**config.mk**
```make
export PLATFORM = sky130hd
export DESIGN_NAME = mem_port_arbiter_flat
export DESIGN_NICKNAME = d
export VERILOG_FILES = /design/src/rtl/mem_port_arbiter_if.sv /design/src/rtl/mem_port_arbiter.sv /design/src/flat_wrapper.sv
export SDC_FILE = /design/constraint.sdc
export NUM_CORES = 1
export LEC_CHECK = 0
export ABC_CLOCK_PERIOD_IN_PS = 2800
export CORE_MARGIN = 3
export CORE_UTILIZATION = 35
export DETAILED_ROUTE_END_ITERATION = 7
export GPL_ROUTABILITY_DRIVEN = 0
export PLACE_DENSITY = 0.75
export SLEW_MARGIN = 20
export SYNTH_ARGS = -nofsm -noshare
export SYNTH_HDL_FRONTEND = slang
export SYNTH_SLANG_ARGS = --single-unit
```
**constraint.sdc**
```tcl
create_clock -name clk -period 2.8 [get_ports clk]
set_input_delay 0.56 -clock clk [delete_from_list [all_inputs] [get_ports clk]]
set_output_delay 0.56 -clock clk [all_outputs]
set_load 0.02 [all_outputs]
```
**src/rtl/mem_port_arbiter_if.sv**
```systemverilog
// Bus bundle between the IF/LS requesters, the arbiter and the data memory port.
// The slave modport is the arbiter's view; master is the requester/memory side.
interface mem_port_arbiter_if;
   logic        if_req;
   logic [31:0] if_addr;
   logic        if_gnt;
   logic        if_rvalid;
   logic [31:0] if_rdata;

   logic        ls_req;
   logic        ls_we;
   logic [31:0] ls_addr;
   logic [31:0] ls_wdata;
   logic [3:0]  ls_wmask;
   logic        ls_gnt;
   logic        ls_rvalid;
   logic [31:0] ls_rdata;

   logic        mem_en;
   logic [31:0] mem_addr;
   logic [31:0] mem_wdata;
   logic [3:0]  mem_wmask;
   logic [31:0] mem_rdata;
   logic        busy;

   modport slave (
      input  if_req, if_addr,
      output if_gnt, if_rvalid, if_rdata,
      input  ls_req, ls_we, ls_addr, ls_wdata, ls_wmask,
      output ls_gnt, ls_rvalid, ls_rdata,
      output mem_en, mem_addr, mem_wdata, mem_wmask,
      input  mem_rdata,
      output busy
   );

   modport master (
      output if_req, if_addr,
      input  if_gnt, if_rvalid, if_rdata,
      output ls_req, ls_we, ls_addr, ls_wdata, ls_wmask,
      input  ls_gnt, ls_rvalid, ls_rdata,
      input  mem_en, mem_addr, mem_wdata, mem_wmask,
      output mem_rdata,
      input  busy
   );
endinterface

```
**src/rtl/mem_port_arbiter.sv**
```systemverilog
// Two-requester arbiter for the single data memory port: LS has priority, but IF
// is forced through after MAX_LS_STREAK consecutive LS grants while IF waits.
module mem_port_arbiter #(
   parameter int MEM_LATENCY   = 1,
   parameter int MAX_LS_STREAK = 4
) (
   input  logic               clk,
   input  logic               reset,
   mem_port_arbiter_if.slave  bus
);

   localparam int STK_W = $clog2(MAX_LS_STREAK + 1);
   localparam logic [STK_W-1:0] STK_MAX = STK_W'(MAX_LS_STREAK);
   localparam logic [2:0]       LAT     = 3'(MEM_LATENCY);

   typedef enum logic {S_IDLE, S_WAIT} state_t;

   state_t           r_state, w_state_nxt;
   logic [2:0]       r_cnt, w_cnt_nxt;
   logic [STK_W-1:0] r_streak, w_streak_nxt;
   logic             r_owner_ls;
   logic             r_we;
   logic [31:0]      r_mem_addr;
   logic [31:0]      r_if_rdata;
   logic [31:0]      r_ls_rdata;

   logic             w_gnt_if, w_gnt_ls, w_gnt_any, w_fire;
   logic             w_if_fire, w_ls_fire, w_store_gnt;
   logic [31:0]      w_addr, w_ls_rdata;

   always_comb begin
      w_state_nxt  = r_state;
      w_cnt_nxt    = r_cnt;
      w_streak_nxt = r_streak;
      w_gnt_if     = 1'b0;
      w_gnt_ls     = 1'b0;
      w_fire       = 1'b0;
      if (!reset) begin
         case (r_state)
            S_IDLE: begin
               if (bus.ls_req && (!bus.if_req || r_streak != STK_MAX))
                  w_gnt_ls = 1'b1;
               else if (bus.if_req)
                  w_gnt_if = 1'b1;
               if (w_gnt_if || w_gnt_ls) begin
                  w_state_nxt = S_WAIT;
                  w_cnt_nxt   = LAT;
               end
               // An LS grant with IF waiting can only happen below the cap, so +1 never overshoots.
               if (w_gnt_ls)
                  w_streak_nxt = bus.if_req ? r_streak + 1'b1 : '0;
               else if (w_gnt_if)
                  w_streak_nxt = '0;
            end
            S_WAIT: begin
               w_cnt_nxt = r_cnt - 1'b1;
               if (r_cnt == 3'd1) begin
                  w_fire      = 1'b1;
                  w_state_nxt = S_IDLE;
               end
            end
            default: w_state_nxt = S_IDLE;
         endcase
      end
   end

   assign w_gnt_any   = w_gnt_if | w_gnt_ls;
   assign w_store_gnt = w_gnt_ls & bus.ls_we;
   assign w_addr      = w_gnt_ls ? (bus.ls_addr & 32'hFFFF_FFFC)
                                 : (bus.if_addr & 32'hFFFF_FFFC);
   assign w_if_fire   = w_fire & ~r_owner_ls;
   assign w_ls_fire   = w_fire &  r_owner_ls;
   assign w_ls_rdata  = r_we ? 32'h0 : bus.mem_rdata;

   always_ff @(posedge clk) begin
      if (reset) begin
         r_state    <= S_IDLE;
         r_cnt      <= 3'd0;
         r_streak   <= '0;
         r_owner_ls <= 1'b0;
         r_we       <= 1'b0;
         r_mem_addr <= 32'h0;
         r_if_rdata <= 32'h0;
         r_ls_rdata <= 32'h0;
      end else begin
         r_state  <= w_state_nxt;
         r_cnt    <= w_cnt_nxt;
         r_streak <= w_streak_nxt;
         if (w_gnt_any) begin
            r_owner_ls <= w_gnt_ls;
            r_we       <= w_store_gnt;
            r_mem_addr <= w_addr;
         end
         if (w_if_fire) r_if_rdata <= bus.mem_rdata;
         if (w_ls_fire) r_ls_rdata <= w_ls_rdata;
      end
   end

   assign bus.if_gnt    = w_gnt_if;
   assign bus.ls_gnt    = w_gnt_ls;
   assign bus.if_rvalid = w_if_fire;
   assign bus.ls_rvalid = w_ls_fire;
   // Read data is visible in the pulse cycle itself, then held from the register.
   assign bus.if_rdata  = w_if_fire ? bus.mem_rdata : r_if_rdata;
   assign bus.ls_rdata  = w_ls_fire ? w_ls_rdata : r_ls_rdata;
   assign bus.mem_en    = w_gnt_any;
   assign bus.mem_addr  = w_gnt_any ? w_addr : r_mem_addr;
   assign bus.mem_wdata = w_store_gnt ? bus.ls_wdata : 32'h0;
   assign bus.mem_wmask = w_store_gnt ? bus.ls_wmask : 4'h0;
   assign bus.busy      = (r_state == S_WAIT) && !reset;

endmodule
```
**src/flat_wrapper.sv**
```systemverilog
// flat-port wrapper written by rule: the top's interface ports become plain ports
module mem_port_arbiter_flat 
#(
   parameter int MEM_LATENCY   = 1,
   parameter int MAX_LS_STREAK = 4
)
  (clk, reset, bus_if_req, bus_if_addr, bus_if_gnt, bus_if_rvalid, bus_if_rdata, bus_ls_req, bus_ls_we, bus_ls_addr, bus_ls_wdata, bus_ls_wmask, bus_ls_gnt, bus_ls_rvalid, bus_ls_rdata, bus_mem_en, bus_mem_addr, bus_mem_wdata, bus_mem_wmask, bus_mem_rdata, bus_busy);
  mem_port_arbiter_if bus_i ();
  input  logic clk;
  input  logic reset;
  input wire logic [$bits(bus_i.if_req)-1:0] bus_if_req;
  input wire logic [$bits(bus_i.if_addr)-1:0] bus_if_addr;
  output wire logic [$bits(bus_i.if_gnt)-1:0] bus_if_gnt;
  output wire logic [$bits(bus_i.if_rvalid)-1:0] bus_if_rvalid;
  output wire logic [$bits(bus_i.if_rdata)-1:0] bus_if_rdata;
  input wire logic [$bits(bus_i.ls_req)-1:0] bus_ls_req;
  input wire logic [$bits(bus_i.ls_we)-1:0] bus_ls_we;
  input wire logic [$bits(bus_i.ls_addr)-1:0] bus_ls_addr;
  input wire logic [$bits(bus_i.ls_wdata)-1:0] bus_ls_wdata;
  input wire logic [$bits(bus_i.ls_wmask)-1:0] bus_ls_wmask;
  output wire logic [$bits(bus_i.ls_gnt)-1:0] bus_ls_gnt;
  output wire logic [$bits(bus_i.ls_rvalid)-1:0] bus_ls_rvalid;
  output wire logic [$bits(bus_i.ls_rdata)-1:0] bus_ls_rdata;
  output wire logic [$bits(bus_i.mem_en)-1:0] bus_mem_en;
  output wire logic [$bits(bus_i.mem_addr)-1:0] bus_mem_addr;
  output wire logic [$bits(bus_i.mem_wdata)-1:0] bus_mem_wdata;
  output wire logic [$bits(bus_i.mem_wmask)-1:0] bus_mem_wmask;
  input wire logic [$bits(bus_i.mem_rdata)-1:0] bus_mem_rdata;
  output wire logic [$bits(bus_i.busy)-1:0] bus_busy;
  assign bus_i.if_req = bus_if_req;
  assign bus_i.if_addr = bus_if_addr;
  assign bus_if_gnt = bus_i.if_gnt;
  assign bus_if_rvalid = bus_i.if_rvalid;
  assign bus_if_rdata = bus_i.if_rdata;
  assign bus_i.ls_req = bus_ls_req;
  assign bus_i.ls_we = bus_ls_we;
  assign bus_i.ls_addr = bus_ls_addr;
  assign bus_i.ls_wdata = bus_ls_wdata;
  assign bus_i.ls_wmask = bus_ls_wmask;
  assign bus_ls_gnt = bus_i.ls_gnt;
  assign bus_ls_rvalid = bus_i.ls_rvalid;
  assign bus_ls_rdata = bus_i.ls_rdata;
  assign bus_mem_en = bus_i.mem_en;
  assign bus_mem_addr = bus_i.mem_addr;
  assign bus_mem_wdata = bus_i.mem_wdata;
  assign bus_mem_wmask = bus_i.mem_wmask;
  assign bus_i.mem_rdata = bus_mem_rdata;
  assign bus_busy = bus_i.busy;
  mem_port_arbiter #(.MEM_LATENCY(MEM_LATENCY), .MAX_LS_STREAK(MAX_LS_STREAK)) u_core (.clk(clk), .reset(reset), .bus(bus_i));
endmodule
```
Yosys cells after proc, flatten, opt, wreduce, memory -nomap -nowiden
Cells that the tools add are included.

operators by class
  bitwise logic cells = 6
  multiplexer cells = 29
  $add $sub $neg = 2
  reductions and logical operators = 8
  equal/unequal tests = 3

operators by type and width
  cell                                                  count
  two-way mux 32 bit                                    6
  two-way mux 1 bit                                     16
  two-way mux 3 bit                                     4
  one-hot mux 3 bit (2 select lines)                    1
  two-way mux 4 bit                                     1
  adder 3 x 1 -> 3 bit (second input constant)          1
  bitwise AND 1 bit                                     3
  equality test 3 x 1 -> 1 bit (second input constant)  1
  != test 3 bit (second input constant)                 1
  subtractor 3 x 1 -> 3 bit (second input constant)     1
  logical AND 1 bit                                     2
  logical NOT 1 bit                                     2
  logical OR 1 bit                                      2
  != test 2 x 1 -> 1 bit (second input constant)        1
  NOT 1 bit                                             2
  one-hot mux 1 bit (2 select lines)                    1
  AND reduction 2 bit                                   1
  nonzero test 2 bit                                    1
  bitwise OR 1 bit                                      1

word-level totals
  output and inout port bits = 138
  register bits after elaboration = 105
  input bits = 137
  word-level logic and storage cells = 56

Longest topological paths before layout
Gate-level depths: netlist (run 1).

  word-level depth = 10
  gate-level depth with buffers = 7
  gate-level depth less buffers = 6

Worst setup path before layout (run 1)
Ideal clock, no wire load.

  path kind = input to output
  from = in reset
  to = out bus_mem_addr[24]
  required time = 2.240 ns
  arrival time = 1.654 ns
  slack = 0.586 ns
  path buffers = 3
  stages on the path = 6
  path through = buf_6 nor3b_2 buf_4 buf_8 mux2i_1 a21oi_1

on the way
  longest elaborated chain between the ends = 3
  elaborated cells on any way between the ends = 5
  those cells by class = 4 x mux; 1 x bitwise

RTL lines
  what                                                           RTL line                                        RTL
  start, declared                                                flat_wrapper.sv:10                              input logic reset;
  two-way mux 1 bit                                              mem_port_arbiter.sv:38                          if (!reset) begin
  two-way mux 32 bit / bitwise OR 1 bit (equally long branches)  mem_port_arbiter.sv:69, mem_port_arbiter.sv:67
  two-way mux 32 bit (*)                                         mem_port_arbiter.sv:107                         assign bus.mem_addr = w_gnt_any ? w_addr : r_mem_addr;
  end, declared                                                  flat_wrapper.sv:25                              output wire logic [$bits(bus_i.mem_addr)-1:0] bus_mem_addr;

Mark *: on every way between the ends. The rest lies on a longest branch, timed or not.

Final worst setup path (run 1)
  from = reg u_core.r_cnt[1]
  to = out bus_ls_rdata[2]

on the way
  longest elaborated chain between the ends = 6

RTL lines
  what                          RTL line                 RTL
  start, declared               mem_port_arbiter.sv:19   logic [2:0] r_cnt, w_cnt_nxt;
  start signal, assigned        mem_port_arbiter.sv:87   r_cnt <= w_cnt_nxt;
  equality test 3 x 1 -> 1 bit  mem_port_arbiter.sv:57   if (r_cnt == 3'd1) begin
  two-way mux 1 bit             mem_port_arbiter.sv:57
  two-way mux 1 bit             mem_port_arbiter.sv:39   case (r_state)
  two-way mux 1 bit             mem_port_arbiter.sv:38
  bitwise AND 1 bit             mem_port_arbiter.sv:72   assign w_ls_fire = w_fire & r_owner_ls;
  two-way mux 32 bit            mem_port_arbiter.sv:105  assign bus.ls_rdata = w_ls_fire ? w_ls_rdata : r_ls_rdata;
  end, declared                 flat_wrapper.sv:23       output wire logic [$bits(bus_i.ls_rdata)-1:0] bus_ls_rdata;

Every way passes these cells.

==> flow_summary_export.csv, run 1 <==
group,metric,value,unit
yosys,syn_inst,639,
timing,max-slew-margin-rel,0.560,
route,vias,6095,
finish,post_layout_nonfiller_instances,1173,
critical_path,timing.rr.start,"u_core.r_cnt[1]",
critical_path,crit_chain,"inv_1 -> ha_2 -> and4bb_2 -> buf_4 -> buf_12 -> nand4_1 -> nand2_1 -> dlygate4sd2_1",
critical_path,critPathArrivalTime,2.13,ns
worst_hold_path,holdCritPathClass,"flop to flop",
yosys,synthTopCellsByArea,"dfxtp_1 39%, a21oi_1 9.0%, a211oi_2 6.7%",
timing,fmax,372,MHz
global_routing,grt_use_met1,0.255,
route,dr.pass1.iters,5,
yosys,yosys.area.top_type_share,0.388,
cts,htree_levels,3,
die,rows,44,
yosys,synth_edf_count,0,
yosys,async_reset_ff_frac,0,
cts,clk_latency,0.35,ns
yosys,synth_cell_types,42,
finish,final_util,0.631,
critical_path,crit_family,"buffers and inverters",
timing,setup_ws,0.112,ns
power_and_ir_drop,pwr-share-comb,0.307,
die,fp.dieW,130,um
cts,root_buffer,"clkbuf_16",
critical_path,cp_max_fo,27,
power_and_ir_drop,p_leak,4.44,nW
worst_hold_path,whs_endpoint,"u_core.r_cnt[0]",
yosys,synth_area,5410,sq um
global_routing,antenna_found_initial,1,
die,num_io_pins,275,
critical_path,required,2.24,ns
timing,worst_pin_slew,0.659,ns
timing,setup_violations,0,
cts,cts_buffers,9,
die,die_y,130,um
timing,fin_crit_sh,0.960,
route,drtIter0Drc,413,
yosys,syn_area_per_cell,8.47,sq um
power_and_ir_drop,p_int,0.00293,W
critical_path,crit_path_max_incr_delay,0.36,ns
global_routing,met3_usage,0.0454,
global_routing,globalRoute.totalOverflow,0,
timing,fin_tns_setup,0,ns
cts,clockBufferDepth,2,
die,die_area,17000,sq um
place,dpl.hpwl,13200,um
worst_hold_path,holdCritStartpoint,"u_core.r_cnt[0]",
critical_path,critPathCaptureType,"output port",
finish,drive_gt1_frac,0.286,
yosys,synth_common_cells,"105 x dfxtp_1, 97 x a21oi_1, 67 x nand2_1, 57 x o21ai_0, 37 x and3_1",
power_and_ir_drop,p_sw,0.00129,W
place,place_ws,-0.315,ns
timing,period_needed,2.69,ns
yosys,yosysSeqAreaShare,0.388,
cts,clock_sinks,105,
critical_path,crit_buf_inv,4,
critical_path,crit_type,"flop to output port",
power_and_ir_drop,clkPwrFrac,0.314,
route,viasPerCell,5.20,
finish,nets,1124,
critical_path,slowest_stage,"dlygate4sd2_1",
power_and_ir_drop,ir_drop,0.293,mV
power_and_ir_drop,power_density,451,nW/um^2
timing,hold_slack,0.466,ns
finish,multi_input_area,3050,sq um
route,ant_nets,0,
global_routing,busiest_layer,"met2",
timing,hold_viol,0,
global_routing,grt_max_degree,67,
finish,area_growth,72.7,%
outcome,status,"completed",
critical_path,rr_worst_depth,8,
run,drv_cap,0,
critical_path,cp-start-kind,"flop",
power_and_ir_drop,switching_share,0.305,
die,start_util,0.365,
place,dp.cells,1149,
worst_hold_path,hold_path_depth,1,
timing,slew_violations,0,
critical_path,reg2reg_slack,0.99,ns
route,drc,0,
power_and_ir_drop,p_seq_frac,0.379,
yosys,yosysWarnings,0,
finish,fillCellCount,1326,
yosys,synthFlopType,"dfxtp_1",
timing,finClkSkew,0.00940,ns
cts,cts_tree,"yes",
global_routing,track_usage,0.212,
yosys,ys_seq_elements,105,
route,wl,18900,um
place,io_buffer_count,270,
yosys,syn_nets,780,
route,drt-wirelength-per-cell,16.1,um
die,fp.coreArea,14800,sq um
critical_path,reg2reg_to,"u_core.r_ls_rdata[6]",
global_routing,grt_first_pass_wirelength,29000,um
global_routing,use_met2,0.371,
global_routing,first_global_vias,5798,
yosys,yosysTopAreaCell,"dfxtp_1",
yosys,synth_most_common_cell,"dfxtp_1",
finish,register_area,2110,sq um
cts,clkTransAtPathRegs,0.07,ns
## per-stage QoR
| step | area (sq um) | power, W |
|---|---|---|
| final | 9350 | 0.00422 |
| after detailed placement | 9100 | 0.00296 |
| after floorplan | 5410 | 0.00223 |
| after global placement | 9100 | 0.00295 |
| after global routing | 9350 | 0.00441 |
| after CTS | 9400 | 0.00424 |
## per-layer routing
metal  vias up  share of wire  wire length, um
met1      2847           0.40             7630
met4         0          0.022              421
met3        24          0.075             1420
met2       206           0.50             9420
met5         -              0                0
li1       3018              -                -
## sequential cells by signal (all words and copies together), names as in the netlist
| register | cells |
|---|---|
| u_core.r_owner_ls | 1 |
| u_core.r_cnt | 3 |
| u_core.r_mem_addr | 32 |
| u_core.r_we | 1 |
| u_core.r_state | 1 |
| u_core.r_ls_rdata | 32 |
| u_core.r_streak | 3 |
| u_core.r_if_rdata | 32 |
## how the worst max path moves through the flow
stage,startpoint,to,slack [ns],cells after the start
5_1_grt,u_core.r_cnt[1],bus_ls_rdata[29],-0.003,8
3_5_place_dp,bus_if_req,bus_mem_addr[3],-0.31,7
3_3_place_gp,bus_if_req,bus_if_gnt,-0.33,5
2_1_floorplan,reset,bus_mem_addr[24],0.59,6
4_1_cts,bus_if_req,bus_mem_addr[22],-0.13,8
6_report,u_core.r_cnt[1],bus_ls_rdata[2],0.11,8
## power by group through the flow
stage	registers [W]	clock network, W	logic [W]
global placement	0.00163	0	0.00132
CTS	0.00160	0.00135	0.00129
detailed placement	0.00163	0	0.00133
floorplan	0.00162	0	0.000616
finish	0.00160	0.00132	0.00130
global route	0.00161	0.00141	0.00139
## what timing repair did
| action | CTS | global route |
|---|---|---|
| setup endpoints to repair | 135 | 89 |
| gates cloned | 1 | 0 |
| gates resized for setup | 254 | 56 |
| hold buffers | 0 | 0 |
| pin swaps | 0 | 2 |
| setup buffers | 3 | 3 |
## final cells by class
type                            instances  share of cell area
Inverter                               10             0.00402
Antenna cell                            1            0.000268
Tap cell                              184              0.0246
Sequential cell                       105               0.225
Clock inverter                          5             0.00669
Multi-Input combinational cell        458               0.326
Timing Repair Buffer                  399               0.387
Clock buffer                           11              0.0260
## cells by family after synthesis
kind of cell    synth area share
flops                      0.388
mux                       0.0555
fa+ha+maj                0.00925
xor+xnor                 0.00162
buf+inv                   0.0721
compound gates             0.230
simple gates               0.244
## placed cells by master, fill, tap and decap left out, types with 4 or more instances in the layout
| cell | Yosys | layout |
|---|---|---|
| clkdlybuf4s15_2 | 0 | 13 |
| nor3_2 | 30 | 26 |
| o21ai_1 | 11 | 11 |
| nand4_1 | 34 | 34 |
| nand2_1 | 67 | 67 |
| inv_1 | 9 | 8 |
| mux2i_2 | 0 | 7 |
| a211oi_2 | 29 | 29 |
| clkbuf_16 | 0 | 9 |
| dlygate4sd2_1 | 0 | 74 |
| o21ai_0 | 57 | 57 |
| and3_1 | 37 | 36 |
| dfxtp_1 | 105 | 102 |
| clkdlybuf4s50_1 | 0 | 131 |
| mux2i_1 | 30 | 19 |
| clkdlybuf4s15_1 | 0 | 9 |
| a21oi_1 | 97 | 95 |
| buf_12 | 2 | 15 |
| buf_2 | 16 | 27 |
| clkbuf_2 | 0 | 9 |
| nand3_1 | 34 | 34 |
| mux2i_4 | 0 | 4 |
| buf_4 | 5 | 118 |
| nor3_4 | 0 | 4 |
Note: power is estimated with default switching activity, not from simulation.
==> run 2: changes to the inputs <==
- CTS_BUF_LIST: default -> sky130_fd_sc_hd__clkbuf_4
==> flow_summary_export.csv, run 2 (synthesis results as in run 1) <==
group,metric,value,unit
outcome,status,"completed",
timing,max-slew-margin-rel,0.575,
critical_path,crit_chain,"inv_1 -> ha_1 -> and3_2 -> buf_12 -> nor3_4 -> a21oi_1 -> clkdlybuf4s15_2",
die,die_area,17000,sq um
cts,cts_hold_buf,0,
global_routing,track_usage,0.213,
route,ant_nets,0,
worst_hold_path,holdCritPathClass,"flop to flop",
global_routing,globalRoute.totalOverflow,0,
place,place_area,9100,sq um
route,drt-wirelength-per-cell,16.3,um
place,dpl.hpwl,13200,um
timing,rsz0062_at_grt,"no",
global_routing,first_global_vias,5855,
route,drtIter0Drc,369,
route,dr.pass1.iters,4,
power_and_ir_drop,ir_drop,0.204,mV
timing,worst_pin_slew,0.638,ns
finish,post_layout_nonfiller_instances,1175,
route,vias,6127,
critical_path,worst-path-stages,7,
timing,fmax,376,MHz
cts,cts_buffers,9,
critical_path,crit_type,"flop to output port",
global_routing,antenna_found_initial,2,
timing,hold_viol,0,
place,io_buffer_count,270,
cts,cts_tree,"yes",
power_and_ir_drop,power_density,403,nW/um^2
route,viasPerCell,5.21,
route,wl,19100,um
die,die_y,130,um
timing,slew_violations,0,
critical_path,critPathArrivalTime,2.10,ns
finish,mostFrequentLayoutCell,"clkdlybuf4s50_1",
critical_path,rr_worst_depth,8,
critical_path,slowest_stage,"dfxtp_1",
global_routing,grt_first_pass_wirelength,29200,um
finish,reg_top3,"u_core.r_if_rdata (32), u_core.r_ls_rdata (32), u_core.r_mem_addr (32)",
timing,period_needed,2.66,ns
finish,register_area,2110,sq um
cts,root_buffer,"clkbuf_4",
cts,clkTransAtPathRegs,0.15,ns
cts,clock_sinks,105,
die,rows,44,
place,place_ws,-0.315,ns
run,drv_cap,0,
finish,fillCellCount,1309,
finish,area_growth,71.5,%
timing,setup_violations,0,
worst_hold_path,hold_path_depth,1,
timing,fin_crit_sh,0.951,
timing,setup_ws,0.137,ns
critical_path,crit_buf_inv,3,
critical_path,critPathCaptureType,"output port",
finish,drive_gt1_frac,0.337,
critical_path,cp-start-kind,"flop",
critical_path,cp_max_fo,16,
route,drc,0,
critical_path,crit_family,"buffers and inverters",
cts,clk_latency,0.48,ns
timing,finClkSkew,0.0143,ns
die,start_util,0.365,
power_and_ir_drop,p_leak,4.17,nW
cts,htree_levels,3,
die,fp.dieW,130,um
die,num_io_pins,275,
finish,final_util,0.627,
timing,hold_slack,0.489,ns
global_routing,grt_max_degree,67,
finish,postLayoutCellArea,9280,sq um
finish,final_cell_mix,"130 x clkdlybuf4s50_1, 127 x buf_4, 101 x dfxtp_1",
place,dp.cells,1149,
critical_path,crit_path_max_incr_delay,0.36,ns
die,fp.coreArea,14800,sq um
cts,clockBufferDepth,2,
finish,nets,1125,
finish,multi_input_area,3080,sq um
critical_path,required,2.24,ns
-- run 2: what timing repair did --
action	4_1_cts	5_1_grt
setup buffers	3	3
resized for setup	359	93
cloned	2	0
pin swaps	3	5
endpoints found under the setup margin	136	131
-- run 2: worst register-to-register path, delay by kind of cell (launching register included) --
| family | cells | cell delay [ns] |
|---|---|---|
| AOI/OAI and AO/OA | 1 | 0.12 |
| adders and majority gates | 1 | 0.14 |
| buffers and inverters | 4 | 0.65 |
| DFF | 1 | 0.35 |
| and+or+nand+nor | 2 | 0.41 |
-- run 2: worst paths after layout --
path              slack [ns]          startpoint                    end
setup / recovery        0.14  u_core.r_streak[0]       bus_mem_addr[28]
hold / removal          0.49     u_core.r_cnt[0]        u_core.r_cnt[0]
setup reg to reg        1.10     u_core.r_cnt[1]  u_core.r_ls_rdata[13]
hold reg to reg         0.49     u_core.r_cnt[0]        u_core.r_cnt[0]
-- run 2: stage by stage --
stage | total power (W) | setup TNS, ns
after floorplan | 0.00223 | 0
after global placement | 0.00295 | -14.93
after detailed placement | 0.00296 | -16.90
after CTS | 0.00375 | -1.13
after global routing | 0.00393 | 0
final | 0.00374 | 0
-- run 2: cell type report --
type                       instances  area share
clock inverter                     6     0.00715
multi-input combinational        458       0.331
antenna                            2    0.000539
clock buffer                      10     0.00809
timing repair buffer             400       0.397
inverter                          10     0.00404
sequential                       105       0.227
tap                              184      0.0248
-- run 2: power breakdown --
group          internal (W)  switching, W  leakage [nW]
registers           0.00157     0.0000345         0.855
logic              0.000653      0.000664          3.24
clock network      0.000286      0.000530        0.0711
-- run 2: routing by layer --
| metal | vias to the layer above | GRT usage | part of all wire |
|---|---|---|---|
| met5 | - | 0 | 0 |
| met4 | 0 | 0.0768 | 0.023 |
| met3 | 24 | 0.0454 | 0.072 |
| met2 | 209 | 0.369 | 0.50 |
| met1 | 2876 | 0.261 | 0.41 |
| li1 | 3018 | - | - |
